<file path="src/rtl/uart_bus_master.sv">
// rtl/uart_bus_master.sv - UART byte-command parser driving the native mem_valid/mem_ready bus
// Optional feature macro: UART_BUS_MASTER_ACK_EN ('K' after writes, 'E' after timeouts)
module uart_bus_master #(
  parameter int         TIMEOUT_CYCLES = 1024,
  parameter logic [7:0] CMD_WRITE      = 8'h57,
  parameter logic [7:0] CMD_READ       = 8'h52
) (
  input  logic        clk,
  input  logic        resetn,
  input  logic        rx_valid,
  input  logic [7:0]  rx_data,
  output logic        tx_valid,
  output logic [7:0]  tx_data,
  input  logic        tx_ready,
  output logic        mem_valid,
  output logic        mem_instr,
  output logic [31:0] mem_addr,
  output logic [31:0] mem_wdata,
  output logic [3:0]  mem_wstrb,
  input  logic        mem_ready,
  input  logic [31:0] mem_rdata,
  output logic        busy,
  output logic        err_cmd,
  output logic        err_timeout,
  output logic        err_overrun
);

  localparam int            TW    = $clog2(TIMEOUT_CYCLES + 1);
  localparam logic [TW-1:0] TLAST = TW'(TIMEOUT_CYCLES - 1);
  localparam logic [TW-1:0] TONE  = TW'(1);

`ifdef UART_BUS_MASTER_ACK_EN
  typedef enum logic [2:0] {IDLE, ADDR, DATA, BUS, RESP, ACK} state_t;
`else
  typedef enum logic [2:0] {IDLE, ADDR, DATA, BUS, RESP} state_t;
`endif

  state_t        state;
  logic          is_write;
  logic [1:0]    cnt;
  logic [TW-1:0] tcnt;
  // Upper three read-data bytes, shifted down as each response byte is accepted
  logic [23:0]   rdata_hi;

  // This port never fetches instructions
  assign mem_instr = 1'b0;

  // Command parser, bus handshake, timeout and response sequencer
  always_ff @(posedge clk) begin
    if (!resetn) begin
      state       <= IDLE;
      is_write    <= 1'b0;
      cnt         <= 2'd0;
      tcnt        <= '0;
      rdata_hi    <= 24'h0;
      tx_valid    <= 1'b0;
      tx_data     <= 8'h00;
      mem_valid   <= 1'b0;
      mem_addr    <= 32'h0;
      mem_wdata   <= 32'h0;
      mem_wstrb   <= 4'h0;
      busy        <= 1'b0;
      err_cmd     <= 1'b0;
      err_timeout <= 1'b0;
      err_overrun <= 1'b0;
    end else begin
      err_cmd     <= 1'b0;
      err_timeout <= 1'b0;
      err_overrun <= 1'b0;
      case (state)
        IDLE: begin
          if (rx_valid) begin
            if (rx_data == CMD_WRITE || rx_data == CMD_READ) begin
              is_write  <= (rx_data == CMD_WRITE);
              mem_wstrb <= (rx_data == CMD_WRITE) ? 4'hF : 4'h0;
              cnt       <= 2'd0;
              state     <= ADDR;
              busy      <= 1'b1;
            end else begin
              err_cmd <= 1'b1;
            end
          end
        end
        ADDR: begin
          if (rx_valid) begin
            // Word-aligned bus: the two address LSBs are dropped as byte 0 arrives
            mem_addr[{cnt, 3'b000} +: 8] <= (cnt == 2'd0) ? (rx_data & 8'hFC) : rx_data;
            cnt <= cnt + 2'd1;
            if (cnt == 2'd3) begin
              if (is_write) begin
                state <= DATA;
              end else begin
                state <= BUS;
                tcnt  <= '0;
              end
            end
          end
        end
        DATA: begin
          if (rx_valid) begin
            mem_wdata[{cnt, 3'b000} +: 8] <= rx_data;
            cnt <= cnt + 2'd1;
            if (cnt == 2'd3) begin
              state <= BUS;
              tcnt  <= '0;
            end
          end
        end
        BUS: begin
          if (rx_valid) err_overrun <= 1'b1;
          if (!mem_valid) begin
            // Entry cycle: raise the request one cycle after the last byte
            mem_valid <= 1'b1;
            tcnt      <= '0;
          end else if (mem_ready) begin
            mem_valid <= 1'b0;
            if (is_write) begin
`ifdef UART_BUS_MASTER_ACK_EN
              state    <= ACK;
              tx_valid <= 1'b1;
              tx_data  <= 8'h4B;
`else
              state <= IDLE;
              busy  <= 1'b0;
`endif
            end else begin
              rdata_hi <= mem_rdata[31:8];
              tx_data  <= mem_rdata[7:0];
              tx_valid <= 1'b1;
              cnt      <= 2'd0;
              state    <= RESP;
            end
          end else if (tcnt == TLAST) begin
            mem_valid   <= 1'b0;
            err_timeout <= 1'b1;
`ifdef UART_BUS_MASTER_ACK_EN
            state    <= ACK;
            tx_valid <= 1'b1;
            tx_data  <= 8'h45;
`else
            state <= IDLE;
            busy  <= 1'b0;
`endif
          end else begin
            tcnt <= tcnt + TONE;
          end
        end
        RESP: begin
          if (rx_valid) err_overrun <= 1'b1;
          if (tx_valid && tx_ready) begin
            if (cnt == 2'd3) begin
              tx_valid <= 1'b0;
              state    <= IDLE;
              busy     <= 1'b0;
            end else begin
              tx_data  <= rdata_hi[7:0];
              rdata_hi <= {8'h00, rdata_hi[23:8]};
              cnt      <= cnt + 2'd1;
            end
          end
        end
`ifdef UART_BUS_MASTER_ACK_EN
        ACK: begin
          if (rx_valid) err_overrun <= 1'b1;
          if (tx_valid && tx_ready) begin
            tx_valid <= 1'b0;
            state    <= IDLE;
            busy     <= 1'b0;
          end
        end
`endif
        default: begin
          state     <= IDLE;
          busy      <= 1'b0;
          tx_valid  <= 1'b0;
          mem_valid <= 1'b0;
        end
      endcase
    end
  end

endmodule

</file>
<file path="config.mk">
export PLATFORM = sky130hd
export DESIGN_NAME = uart_bus_master
export DESIGN_NICKNAME = d
export VERILOG_FILES = /design/src/rtl/uart_bus_master.sv
export SDC_FILE = /design/constraint.sdc
export NUM_CORES = 1
export LEC_CHECK = 0
export ABC_CLOCK_PERIOD_IN_PS = 2100
export CAP_MARGIN = 20
export CORE_MARGIN = 2
export CORE_UTILIZATION = 40
export DETAILED_ROUTE_END_ITERATION = 8
export PLACE_DENSITY = 0.69
export RECOVER_POWER = 25
export SYNTH_ARGS = -nofsm -noshare
export SYNTH_HDL_FRONTEND = slang
export SYNTH_SLANG_ARGS = --single-unit
</file>
<file path="constraint.sdc">
create_clock -name clk -period 2.1 [get_ports clk]
set_input_delay 0.315 -clock clk [delete_from_list [all_inputs] [get_ports clk]]
set_output_delay 0.315 -clock clk [all_outputs]
set_load 0.01 [all_outputs]
</file>
==> results.ini <==
[sta]
setup_viol_count_final = 0
final_hold_viol_count = 0
layout_min_cycle_time_ns = 1.919
final_min_period_over_clock_period = 0.9139
slew_headroom = 0.5403
layout_setup_ws_ns = 0.1809
maxClockFrequency_mhz = 521.1
timing.clock.skew_ns = 0.005883
max_slew.worst_pin.slew_ns = 0.6895
rsz_0062_raised_after_global_routing = false
timing_max_transition_violations_final = 0

[synthesis]
yosys_most_used_dff = dfxtp_1
synth_mux_area_frac = 0.06506
compound_gate_fraction_of_synth_area = 0.1619
postSynthAreaPerCell_um2 = 8.465
synth-seq-cells = 119
syn_nets = 669
synth_warnings = 0
synth_adder_area_share = 0.01435
synthArstFlopShare = 0
ys_seq_area_frac = 0.4554
netlist_area_mm2 = 0.005231
main_combinational_cell_family_by_area_after_synthesis = simple AND/OR/NAND/NOR gates
post_synth_inst_count = 618
synth_simple_gate_area_share = 0.2509
synth-xor-area-share = 0.003348
synth_edf_count = 0
synth_cell_types = 56

[global_route]
grt_max_degree = 65
grt_antenna_before_repair = 0
first_pass_grt_wire_length_um = 23800
grt.overflow.total = 0
groute.usage.overall = 0.2082
via_count_of_the_first_global_routing_pass = 4780

[floorplan]
core_area_mm2 = 0.01267
die_width_um = 118.4
fp.dieArea_mm2 = 0.01401
top_level_ports = 128
initial_core_util = 0.4129
core.rowCount = 41
dieHeight_um = 118.4

[clocking]
cts.sinks = 119
ctsResizeCount = 0
root_buffer_cell = clkbuf_16
cts_tree = built
clock_tree.htree_level_count = 4
cts_inserted_buffers = 17
clock_latency_ns = 0.42
worst_setup_hold_path_clk_slew_ns = 0.05
ctsLongestPathBuffers = 2
postCtsSetupBuffers = 0
cts.hold.buffers_added = 0

[detailed_routing]
avgViaCountPerCell = 5.282
post_drt_antenna_nets = 0
dr.pass1.iters = 5
post_drt_wl_per_cell_um = 15.38
drc = 0
totalWireLength_um = 14500
dr_total_vias = 4981
drt_iter0_drc = 377

[run]
cap_viol_max_count = 0

[place]
dpl.hpwl_um = 10190
port-buffer-count = 126
final_estimated_routing_congestion_in_global_placement = 0.8904
pre_cts_slack_ns = -0.03590

[hold_path]
hold_class = flop to flop
whs_path_depth = 2
whs_endpoint = tcnt[10]
hold_path_startpoint = tcnt[10]

[critical_path]
worstPathMaxFanout = 11
startpoint_type = flop
worst_r2r_path_depth = 6
worst_ep_arrival_time_ns = 2.26
crit_path_end_kind = flop
worst_r2r_endpoint = tcnt[4]
r2r_setup_slack_ns = 0.18
crit-reg2reg-launch = cnt[0]
critical_path_required_ns = 2.44
crit_start = cnt[0]
path_class = flop to flop

[cells_and_area]
finish.net_count = 812
drive_gt1_frac = 0.1102
area_delta_synth_final_pct = 41.45
antenna-diode-count = 0

[status]
outcome = finished, final reports clean

[power_and_ir_drop]
power_mw = 5.328
total_leakage_power_nw = 2.954
vdd_drop_max_mv = 0.4966
power-per-cell-area_mw_per_mm2 = 720.0

-- registers in the layout, indices dropped and copies added (netlist names), 2 cells and up --
signal and flops:
state 3, rdata_hi 24, mem_wdata 32, mem_addr 32, tcnt 11, cnt 2
tx_data 8
-- how the worst max path moves through the flow --
stage / to / slack, ns
finish: tcnt[4] / 0.18
global route: mem_addr[27] / 0.05
CTS: tcnt[4] / 0.20
detailed placement: tcnt[4] / -0.04
global placement: tcnt[4] / 0.03
floorplan: tcnt[2] / 0.17
-- per-stage QoR --
step | hold WS, ns | instance area (um^2) | setup TNS [ns] | utilization | cells
3_3_place_gp | 0.4327 | 6864 | 0 | 0.5417 | 914
3_5_place_dp | 0.4330 | 6864 | -0.1645 | 0.5417 | 914
6_report | 0.4429 | 7400 | 0 | 0.5840 | 943
5_1_grt | 0.4626 | 7400 | 0 | 0.5840 | 943
2_1_floorplan | 0.4164 | 5231 | 0 | - | 618
4_1_cts | 0.4411 | 7423 | 0 | 0.5859 | 943
-- cell families (layout without fill, tap and decap cells) --
logic type | after synthesis | after routing
buf+inv | 53 | 206
simple gates | 287 | 287
compound gates | 116 | 116
flops | 119 | 119
fa+ha+maj | 6 | 6
mux | 34 | 34
xor+xnor | 2 | 2
other cells | 1 | 1
-- routing by layer --
metal / vias to the layer above / routed length (um) / share of wire / global-route usage
li1: 2465 / - / - / -
met1: 2326 / 6350 / 0.44 / 0.2520
met2: 161 / 6931 / 0.48 / 0.3461
met3: 29 / 929 / 0.064 / 0.06419
met4: 0 / 287 / 0.020 / 0.07831
met5: - / 0 / 0 / 0
-- critical path, cell delays in order (launching register included) --
cell,delay [ns]
dfxtp_1,0.33
ha_1,0.26
nand2_1,0.10
a21o_1,0.18
a221o_1,0.43
or3_1,0.39
a21oi_1,0.15
-- Yosys cell counts (all sizes together) (3+ instances only) --
cell	number	area, um^2
a21oi	42	210.2
a22oi	14	105.1
a311oi	25	281.5
and3	5	31.28
buf	22	136.4
clkbuf	24	90.09
dfxtp	119	2382
ha	6	75.07
inv	7	26.27
mux2i	34	340.3
nand2	72	270.3
nand2b	14	87.58
nand3	60	300.3
nand4b	3	26.28
nor2	103	389.1
nor3	6	30.03
o21ai	15	75.07
o31ai	3	36.28
or3	6	37.54
-- area by class of cell --
cell class,count,area [um^2]
Fill cell,1142,5271
Multi-Input combinational cell,446,2585
Sequential cell,119,2382
Timing Repair Buffer,170,1632
Clock buffer,26,519.2
Tap cell,172,215.2
Clock inverter,3,40.04
Inverter,7,26.28
-- power by group --
part	switching, mW	internal [mW]
logic	0.154	0.151
registers	0.0100	2.27
clock network	0.953	1.79
total	1.12	4.21
-- placed cells by master, fill, tap and decap left out, drive strengths merged, types with 2 or more instances in the layout --
master	count
clkdlybuf4s50	82
a21oi	42
buf	41
clkinv	2
o22ai	2
nand4	2
mux2i	34
ha	6
a311oi	25
nand2b	14
and2	2
xor2	2
or3	6
o31ai	3
nand3	60
and3	5
nand2	72
o211ai	2
a22oi	14
nand4b	3
nor3b	2
nand3b	2
clkbuf	29
dfxtp	119
inv	7
o21ai	15
o221ai	2
nor4	2
a21o	2
nor2	103
dlygate4sd3	44
nor3	6
No activity file was read; power rests on OpenSTA's default activity.
